$ cat config.mk
export PLATFORM = sky130hd
export DESIGN_NAME = ghazi_iram_arbiter
export DESIGN_NICKNAME = d
export VERILOG_FILES = /design/src/rtl/ghazi_ram_arb_pkg.sv /design/src/rtl/ghazi_ram_wbuf.sv /design/src/rtl/ghazi_iram_arbiter.sv
export SDC_FILE = /design/constraint.sdc
export NUM_CORES = 1
export LEC_CHECK = 0
export BUFFER_PORTS_ARGS = -buffer_cell sky130_fd_sc_hd__buf_4
export CORE_ASPECT_RATIO = 1.2
export CORE_UTILIZATION = 40
export DETAILED_ROUTE_END_ITERATION = 6
export GPL_ROUTABILITY_DRIVEN = 0
export GPL_TIMING_DRIVEN = 0
export PLACE_DENSITY = 0.8
export SYNTH_ARGS = -nofsm -noshare
export SYNTH_HDL_FRONTEND = slang
export SYNTH_SLANG_ARGS = --single-unit
$ cat constraint.sdc
create_clock -name clk_i -period 3.09 [get_ports clk_i]
set_clock_uncertainty 0.1 [all_clocks]
set_input_delay 0.618 -clock clk_i [delete_from_list [all_inputs] [get_ports clk_i]]
set_output_delay 0.618 -clock clk_i [all_outputs]
set_load 0.005 [all_outputs]
$ cat src/rtl/ghazi_ram_arb_pkg.sv
// rtl/ghazi_ram_arb_pkg.sv - shared types and constants for the instruction RAM arbiter
package ghazi_ram_arb_pkg;

  typedef enum logic [1:0] {
    LOAD  = 2'd0,
    DRAIN = 2'd1,
    RUN   = 2'd2
  } arb_state_e;

  localparam logic [1:0] RERR_NONE  = 2'b00;
  localparam logic [1:0] RERR_RANGE = 2'b11;
  localparam int unsigned ADDR_W    = 14;

endpackage

$ cat src/rtl/ghazi_ram_wbuf.sv
// rtl/ghazi_ram_wbuf.sv - loader write buffer: small FIFO of {address, data} words
module ghazi_ram_wbuf #(
  parameter int AW    = 8,
  parameter int DW    = 32,
  parameter int DEPTH = 2
) (
  input  logic          clk_i,
  input  logic          rst_ni,
  input  logic          push_i,
  input  logic [AW-1:0] push_addr_i,
  input  logic [DW-1:0] push_data_i,
  input  logic          pop_i,
  output logic [AW-1:0] head_addr_o,
  output logic [DW-1:0] head_data_o,
  output logic          empty_o,
  output logic          full_o,
  output logic          overflow_o
);

  localparam int PW = (DEPTH > 1) ? $clog2(DEPTH) : 1;

  logic [AW+DW-1:0] mem_q [DEPTH];
  logic [PW-1:0]    wr_ptr_q, wr_ptr_d;
  logic [PW-1:0]    rd_ptr_q, rd_ptr_d;
  logic [PW:0]      count_q, count_d;
  logic             overflow_q, overflow_d;
  logic             do_push, do_pop;

  assign full_o      = (count_q == (PW+1)'(DEPTH));
  assign empty_o     = (count_q == '0);
  assign overflow_o  = overflow_q;
  assign do_pop      = pop_i & ~empty_o;
  // A push against a full buffer still lands when the head leaves in the same cycle.
  assign do_push     = push_i & (~full_o | do_pop);
  assign {head_addr_o, head_data_o} = mem_q[rd_ptr_q];

  always_comb begin
    wr_ptr_d   = wr_ptr_q;
    rd_ptr_d   = rd_ptr_q;
    count_d    = count_q;
    overflow_d = overflow_q;
    if (do_push) wr_ptr_d = wr_ptr_q + 1'b1;
    if (do_pop)  rd_ptr_d = rd_ptr_q + 1'b1;
    if (do_push && !do_pop)      count_d = count_q + 1'b1;
    else if (do_pop && !do_push) count_d = count_q - 1'b1;
    if (push_i && !do_push) overflow_d = 1'b1;
  end

  always_ff @(posedge clk_i or negedge rst_ni) begin
    if (!rst_ni) begin
      wr_ptr_q   <= '0;
      rd_ptr_q   <= '0;
      count_q    <= '0;
      overflow_q <= 1'b0;
    end else begin
      wr_ptr_q   <= wr_ptr_d;
      rd_ptr_q   <= rd_ptr_d;
      count_q    <= count_d;
      overflow_q <= overflow_d;
    end
  end

  always_ff @(posedge clk_i) begin
    if (do_push) mem_q[wr_ptr_q] <= {push_addr_i, push_data_i};
  end

endmodule

$ cat src/rtl/ghazi_iram_arbiter.sv
// rtl/ghazi_iram_arbiter.sv - boot sequencer and core/loader arbiter for the instruction DFFRAM
module ghazi_iram_arbiter
  import ghazi_ram_arb_pkg::*;
#(
  parameter int AW        = 8,
  parameter int DW        = 32,
  parameter int BUF_DEPTH = 2
) (
  input  logic              clk_i,
  input  logic              rst_ni,
  input  logic              ld_we_i,
  input  logic [ADDR_W-1:0] ld_addr_i,
  input  logic [DW-1:0]     ld_wdata_i,
  input  logic              ld_done_i,
  input  logic              ld_start_i,
  output logic              ld_full_o,
  output logic              ld_overflow_o,
  input  logic              core_req_i,
  input  logic              core_we_i,
  input  logic [ADDR_W-1:0] core_addr_i,
  input  logic [DW-1:0]     core_wdata_i,
  input  logic [DW-1:0]     core_wmask_i,
  output logic              core_gnt_o,
  output logic [DW-1:0]     core_rdata_o,
  output logic              core_rvalid_o,
  output logic [1:0]        core_rerror_o,
  output logic              core_rst_no,
  output logic              ram_en_o,
  output logic [DW/8-1:0]   ram_we_o,
  output logic [AW-1:0]     ram_a_o,
  output logic [DW-1:0]     ram_di_o,
  input  logic [DW-1:0]     ram_do_i,
  output logic [1:0]        state_o
);

  localparam int NB = DW / 8;

  arb_state_e    state_q, state_d;
  logic          rr_core_q, rr_core_d;
  logic          core_rst_q, core_rst_d;
  logic          rvalid_q;
  logic [1:0]    rerror_q;
  logic          buf_empty, buf_pop, ld_push;
  logic          core_win, core_gnt, core_oor;
  logic [AW-1:0] head_addr;
  logic [DW-1:0] head_data;
  logic [NB-1:0] core_be;

  // Out-of-range loader words are never buffered, so the FIFO only holds RAM addresses.
  assign ld_push  = ld_we_i & ~(|ld_addr_i[ADDR_W-1:AW]);
  assign core_oor = |core_addr_i[ADDR_W-1:AW];

  ghazi_ram_wbuf #(
    .AW    (AW),
    .DW    (DW),
    .DEPTH (BUF_DEPTH)
  ) u_wbuf (
    .clk_i       (clk_i),
    .rst_ni      (rst_ni),
    .push_i      (ld_push),
    .push_addr_i (ld_addr_i[AW-1:0]),
    .push_data_i (ld_wdata_i),
    .pop_i       (buf_pop),
    .head_addr_o (head_addr),
    .head_data_o (head_data),
    .empty_o     (buf_empty),
    .full_o      (ld_full_o),
    .overflow_o  (ld_overflow_o)
  );

  // rr_core_q=1 means the core wins the next contended cycle.
  always_comb begin
    core_win  = 1'b0;
    buf_pop   = 1'b0;
    rr_core_d = rr_core_q;
    if (state_q == RUN) begin
      if (core_req_i && !buf_empty) begin
        core_win  = rr_core_q;
        rr_core_d = ~rr_core_q;
      end else begin
        core_win  = core_req_i;
      end
      buf_pop = ~buf_empty & ~core_win;
    end else begin
      buf_pop = ~buf_empty;
    end
  end

  assign core_gnt = core_req_i & core_win;

  always_comb begin
    core_be = '0;
    for (int i = 0; i < NB; i++) core_be[i] = core_we_i & (|core_wmask_i[8*i +: 8]);
  end

  always_comb begin
    ram_en_o = 1'b0;
    ram_we_o = '0;
    ram_a_o  = core_addr_i[AW-1:0];
    ram_di_o = core_wdata_i;
    if (buf_pop) begin
      ram_en_o = 1'b1;
      ram_we_o = '1;
      ram_a_o  = head_addr;
      ram_di_o = head_data;
    end else if (core_gnt && !core_oor) begin
      ram_en_o = 1'b1;
      ram_we_o = core_be;
    end
  end

  always_comb begin
    state_d = state_q;
    unique case (state_q)
      LOAD:    if (ld_done_i)  state_d = DRAIN;
      DRAIN:   if (buf_empty)  state_d = RUN;
      RUN:     if (ld_start_i) state_d = LOAD;
      default: state_d = LOAD;
    endcase
    // Released one cycle after entering RUN, and pulled low together with the exit from RUN.
    core_rst_d = (state_q == RUN) && (state_d == RUN);
  end

  always_ff @(posedge clk_i or negedge rst_ni) begin
    if (!rst_ni) begin
      state_q    <= LOAD;
      rr_core_q  <= 1'b0;
      core_rst_q <= 1'b0;
      rvalid_q   <= 1'b0;
      rerror_q   <= RERR_NONE;
    end else begin
      state_q    <= state_d;
      rr_core_q  <= rr_core_d;
      core_rst_q <= core_rst_d;
      rvalid_q   <= core_gnt;
      rerror_q   <= (core_gnt && core_oor) ? RERR_RANGE : RERR_NONE;
    end
  end

  assign core_gnt_o    = core_gnt;
  assign core_rdata_o  = ram_do_i;
  assign core_rvalid_o = rvalid_q;
  assign core_rerror_o = rerror_q;
  assign core_rst_no   = core_rst_q;
  assign state_o       = state_q;

endmodule
==> out/metrics.yaml, run 1 <==
clock_network:
  cts_sinks: 91
  ctsResizeCount: 0
  clk_latency_ns: 0.33
  post_cts_buffers: 0
  cts_tree: "yes"
  hold_buffers: 0
  clockBufferDepth: 2
  cts_inserted_buffers: 9
  cts-htree-levels: 3
  cts.root.buffer_cell: "clkbuf_16"
  path_clk_slew_ns: 0.06
yosys:
  dominantRegCellSynth: "edfxtp_1"
  synth_edf_count: 80
  yosys_warnings: 0
  synth-adder-area-share_pct: 0.287
  synth_seq_area_share_pct: 61.5
  ys_types: 30
  ys_async_sr_fraction_pct: 12.1
  muxShareOfSynthArea_pct: 22.7
  syn_inst: 270
  synth_seq_cells: 91
  synth_top_family_by_area: "multiplexers"
  synthXorXnorAreaFrac_pct: 1.21
  synth_compound_area_share_pct: 2.24
  avgSynthCellArea_sq_um: 16.1
  netlist_area_sq_um: 4350
  synth_nets: 434
  synth_simple_gate_area_share_pct: 4.17
timing:
  rsz0062_at_grt: "no"
  setup_violations: 0
  clock.fmax_ghz: 0.367
  worstMarginPinSlew_ns: 0.647
  finalHoldViolations: 0
  slew_violations: 0
  tns_ns: 0
  fin_crit_sh_pct: 88.2
  relSlewSlack_pct: 56.8
  fin_crit_ns: 2.72
die:
  ioPinCount: 249
  rows: 41
  core_area_sq_um: 10600
  start_util_pct: 41.2
  die_y_um: 116
  dieArea_sq_um: 11300
  die_w_um: 97.2
power_and_ir_drop:
  clkPwrFrac_pct: 25.2
  pwr-share-seq_pct: 32.2
  cell_internal_pwr_uw: 3320
  power_density_nw_per_um2: 690
  combinationalPowerShare_pct: 42.6
  power_switching_uw: 1190
  switching_share_pct: 26.4
  ir_drop_mv: 0.393
  p_leak_uw: 0.00282
  power_uw: 4510
routing:
  routed-via-count: 3047
  via_per_inst: 4.81
  drcViolationCount: 0
  drtIter0Drc: 86
  totalWireLength_um: 9960
  first_pass_iters: 6
  wl_per_cell_um: 15.7
  ant_nets: 0
layout:
  area_delta_synth_final_pct: 49.9
  drive_gt1_share_pct: 70.8
  final_nets: 663
  nFillCells: 788
grt:
  gr-total-overflow: 0
  antenna_found_initial: 2
  grt_max_degree: 24
  grt_pass1_vias: 2989
  grt_usage_pct: 17.3
  grt_pass1_wl_um: 14500
critical_path:
  cp-end-kind: "output pin"
  reg2reg_to: "u_wbuf.count_q[1]"
  slowest_delay_ns: 0.40
  critPathArrivalTime_ns: 2.01
  crit_chain: "clkbuf_1 > buf_2 > mux2_2 > mux2_4 > buf_4"
  r2r-start: "state_o[0]"
  crit_slowest_cell: "mux2_2"
  worstSetupStartpointType: "flip-flop"
  r2r_slack_ns: 0.97
  critPathKind: "reg2out"
  crit_fanout: 10
  cp_data_required_time_ns: 2.37
  reg2reg_depth: 7
job:
  maxCapViolCount: 0
status:
  status: "finished clean"
worst_hold_path:
  hp-class: "in2async"
placed_design:
  io_buffers: 216
  hpwl_um: 7810
## power by group through the flow
| stage | sequential, uW | combinational (uW) | clock, uW |
|---|---|---|---|
| 5_1_grt | 1460 | 2050 | 1210 |
| 2_1_floorplan | 1460 | 1130 | 0 |
| 6_report | 1450 | 1920 | 1140 |
| 3_5_place_dp | 1470 | 1950 | 0 |
| 3_3_place_gp | 1470 | 1910 | 0 |
| 4_1_cts | 1450 | 1950 | 1160 |
## state kept, by name (all words and copies together) (netlist names)
signal             count
core_rerror_o          1
core_rst_no            1
core_rvalid_o          1
rr_core_q              1
state_o                2
u_wbuf.count_q         2
u_wbuf.mem_q          80
u_wbuf.overflow_o      1
u_wbuf.rd_ptr_q        1
u_wbuf.wr_ptr_q        1
## cells in the mapped netlist (all sizes together), types with 2 or more instances
library cell | n | area, sq um
nor3 | 2 | 10.0
buf | 43 | 323
nand2 | 2 | 7.51
edfxtp | 80 | 2400
dfrtp | 11 | 275
or4 | 8 | 60.1
nor2 | 11 | 41.3
inv | 5 | 18.8
mux2 | 80 | 987
xnor2 | 5 | 43.8
o21ai | 8 | 43.8
nor3b | 2 | 15.0
## how the worst max path moves through the flow
| stage | to | cells past startpoint | slack [ns] | from |
|---|---|---|---|---|
| after floorplan | u_wbuf.mem_q[0][0] | 3 | -0.42 | ld_addr_i[10] |
| after detailed placement | u_wbuf.mem_q[0][13] | 5 | 0.25 | ld_addr_i[10] |
| final | ram_di_o[30] | 5 | 0.37 | u_wbuf.rd_ptr_q |
| after CTS | ram_di_o[30] | 5 | 0.31 | u_wbuf.rd_ptr_q |
| after global placement | u_wbuf.mem_q[0][24] | 4 | -1.61 | ld_addr_i[10] |
| after global routing | ram_we_o[3] | 5 | 0.17 | core_addr_i[8] |
## critical path, delay by kind of cell (launching register included)
kind / cells / cell delay [ns]
DFF: 1 / 0.32
buffers and inverters: 3 / 0.69
muxes: 2 / 0.67
## placed cells by master (no fill, tap or decap), types with 3 or more instances in the layout
cell type and instances:
o21ai_0 7, edfxtp_1 80, xnor2_1 5, inv_1 5, or4_1 8, mux2_4 23
dfrtp_1 11, nor2_1 9, mux2_1 5, clkinv_4 3, clkbuf_16 9, mux2_2 52
buf_2 6, buf_6 4, buf_4 249
## metal layers
layer	global-route usage [%]	share of wire, %
met5	0	0
met4	9.31	3.5
met3	4.01	7.7
met2	33.8	55
met1	17.0	34
## cell families (layout without fill, tap and decap cells)
logic type      count (synthesis)  after routing
flops                          91             91
mux                            80             80
buf+inv                        49            282
simple gates                   29             29
compound gates                 14             14
xor+xnor                        6              6
fa+ha+maj                       1              1
other cells                     0              2
## metrics by stage
stage / std cells / utilization (%) / hold slack [ns] / instance area, sq um / setup WS [ns]
after floorplan: 270 / - / 0.222 / 4350 / -0.421
after CTS: 632 / 61.7 / 0.00980 / 6520 / 0.305
after detailed placement: 617 / 58.7 / 0.366 / 6210 / 0.246
after global routing: 634 / 61.8 / 0.00483 / 6530 / 0.173
after global placement: 615 / 58.1 / 0.352 / 6140 / -1.61
final: 634 / 61.8 / 0.0129 / 6530 / 0.365
## final cells by class
class                      instances  area, sq um  area share [%]
multi-input combinational        130         1350            20.6
timing repair buffer             218         1680            25.7
sequential                        91         2680            41.0
inverter                           5         18.8           0.287
clock inverter                     6         91.3            1.40
tap                              129          161            2.47
buffer                            44          327            5.00
antenna                            2         5.00          0.0767
clock buffer                       9          225            3.45
No activity file was read; power rests on OpenSTA's default activity.
==> inputs of run 2 (changes only) <==
--- a/config.mk
+++ b/config.mk
@@ -7,11 +7,12 @@
 export LEC_CHECK = 0
 export BUFFER_PORTS_ARGS = -buffer_cell sky130_fd_sc_hd__buf_4
 export CORE_ASPECT_RATIO = 1.2
-export CORE_UTILIZATION = 40
+export CORE_UTILIZATION = 41
+export CTS_BUF_LIST = sky130_fd_sc_hd__clkbuf_4
 export DETAILED_ROUTE_END_ITERATION = 6
 export GPL_ROUTABILITY_DRIVEN = 0
 export GPL_TIMING_DRIVEN = 0
-export PLACE_DENSITY = 0.8
+export PLACE_DENSITY = 0.81
 export SYNTH_ARGS = -nofsm -noshare
 export SYNTH_HDL_FRONTEND = slang
 export SYNTH_SLANG_ARGS = --single-unit
==> run 2 against run 1 <==
Wire length increased by 1.7%. Combinational power about the same. Register-to-register slack got worse by 0.04 ns. Count of clock-buffer cells in the layout unchanged. Sequential cell count unchanged. Power decreased by 8.3%. Critical path type unchanged. Critical endpoint is now ram_di_o[28]. Highest routed layer unchanged.
==> out/metrics.yaml, run 2 (synthesis results as in run 1) <==
die:
  ioPinCount: 249  # unchanged
  die_w_um: 96.1  # -1.2%
  core_area_sq_um: 10200  # -3.9%
  die_y_um: 115  # -1.2%
  rows: 40  # -2.4%
  dieArea_sq_um: 11000  # -2.4%
  start_util_pct: 42.9  # +1.7 points
clock_network:
  cts-htree-levels: 3  # unchanged
  cts_inserted_buffers: 9  # unchanged
  path_clk_slew_ns: 0.14  # +0.08 ns
  clk_latency_ns: 0.43  # +0.10 ns
  clockBufferDepth: 2  # unchanged
  cts_tree: "yes"
  cts_sinks: 91  # unchanged
  ctsResizeCount: 0  # unchanged
  cts.root.buffer_cell: "clkbuf_4"
  hold_buffers: 1  # +1
  post_cts_buffers: 0  # unchanged
timing:
  hold_ws_ns: 0.244  # +0.231 ns
  fin_crit_ns: 2.80  # +0.0745 ns
  clock.fmax_ghz: 0.357  # -2.7%
  rsz0062_at_grt: "no"
  slew_violations: 0  # unchanged
  finalHoldViolations: 0  # unchanged
  worstMarginPinSlew_ns: 0.704  # +0.0566 ns
  relSlewSlack_pct: 53.0  # -3.8 points
  setup_violations: 0  # unchanged
  fin_crit_sh_pct: 90.6  # +2.4 points
power_and_ir_drop:
  power_density_nw_per_um2: 647  # -6.3%
  power_uw: 4140  # -8.3%
  ir_drop_mv: 0.333  # -15%
  p_leak_uw: 0.00276  # -2.1%
layout:
  nFillCells: 760  # -3.6%
  area_delta_synth_final_pct: 46.8
  regArea_sq_um: 2680  # unchanged
  layout_common_cells: "249 x buf_4, 80 x edfxtp_1, 52 x mux2_2"
  drive_gt1_share_pct: 70.1  # -0.68 points
  final_nets: 664  # +0.15%
  largest_register_ffs: 80  # unchanged
  final_common_cell: "buf_4"
  multi_input_area_sq_um: 1350  # unchanged
  top_register: "u_wbuf.mem_q"
routing:
  drtIter0Drc: 70  # -19%
  routed-via-count: 3055  # +0.26%
  totalWireLength_um: 10100  # +1.7%
  first_pass_iters: 4  # -2
  drcViolationCount: 0  # unchanged
  via_per_inst: 4.83  # +0.42%
  ant_nets: 0  # unchanged
  wl_per_cell_um: 16.0  # +1.8%
critical_path:
  critPathArrivalTime_ns: 2.08  # +0.07 ns
  crit_slowest_cell: "dfrtp_1"
  cp_top_family: "buffers and inverters"
  slowest_delay_ns: 0.47  # +0.07 ns
  cp_common_cell: "buf_6"
  critical_path_buf_inv_count: 3  # unchanged
  crit_fanout: 10  # unchanged
  worstSetupStartpointType: "flip-flop"
  worst-path-stages: 6  # +1
  reg2reg_depth: 7  # unchanged
  cp-end-kind: "output pin"
  critPathKind: "reg2out"
  crit_chain: "nand4b_4 > o21ai_2 > buf_6 > buf_6 > mux2_4 > buf_4"
  cp_data_required_time_ns: 2.37  # about the same
grt:
  grt_pass1_wl_um: 14500  # about the same
  use_met2_pct: 34.2  # +0.48 points
  grt_most_used_layer: "met2"
  grt.met3_usage_pct: 4.96  # +0.95 points
  grt_max_degree: 22  # -8.3%
  gr-total-overflow: 0  # unchanged
  met1_usage_pct: 18.1  # +1.1 points
  grt_usage_pct: 18.3  # +1.0 points
  antenna_found_initial: 2  # unchanged
  grt_pass1_vias: 3076  # +2.9%
placed_design:
  hpwl_um: 7850  # +0.51%
  io_buffers: 216  # unchanged
worst_hold_path:
  hp-class: "in2reg"
  holdPathStages: 2
status:
  status: "finished clean"
job:
  maxCapViolCount: 0  # unchanged
## run 2: changes by cell type in the layout (fill, tap and decap cells not counted)
| cell | change |
|---|---|
| clkbuf_16 | -9 |
| clkinv_4 | -3 |
| bufinv_16 | +1 |
| clkinv_1 | +3 |
| clkbuf_4 | +9 |
| dlygate4sd3_1 | +1 |
## run 2: power by group
part	switching, uW	total, uW	internal [uW]
combinational	698	1920	1220
clock	370	771	401
sequential	56.9	1450	1390
total	1120	4140	3010
## run 2: final timing paths
kind                                   start           endpoint  slack [ns]
max reg2reg                       state_o[0]  u_wbuf.count_q[1]        0.93
max                               state_o[0]       ram_di_o[28]        0.29
min                               ld_start_i        core_rst_no        0.24
min reg2reg                u_wbuf.overflow_o  u_wbuf.overflow_o        0.41
min in group asynchronous             rst_ni  u_wbuf.overflow_o        0.43
max in group asynchronous             rst_ni          rr_core_q        2.30
## run 2: per-layer routing
layer | vias to the layer above | share of wire, %
met3 | 18 | 7.8
met2 | 165 | 55
met4 | 0 | 2.8
met1 | 1427 | 34
met5 | - | 0
li1 | 1445 | -
## run 2: metrics by stage
step                      worst slack, ns  instance area, sq um  setup TNS [ns]  utilization, %  instances
after floorplan                    -0.421                  4350          -33.71               -        270
after global placement              -1.67                  6130         -132.26            60.4        612
after detailed placement            0.282                  6200               0            61.1        614
after CTS                           0.173                  6390               0            62.9        631
after global routing                0.141                  6390               0            62.9        633
final                               0.291                  6390               0            62.9        633
## run 2: layout make-up
cell class | count | area share, %
multi-input combinational | 130 | 21.1
buffer | 44 | 5.11
clock buffer | 9 | 1.06
tap | 126 | 2.47
inverter | 5 | 0.294
antenna | 2 | 0.0783
timing repair buffer | 219 | 26.4
clock inverter | 7 | 1.66
sequential | 91 | 41.9
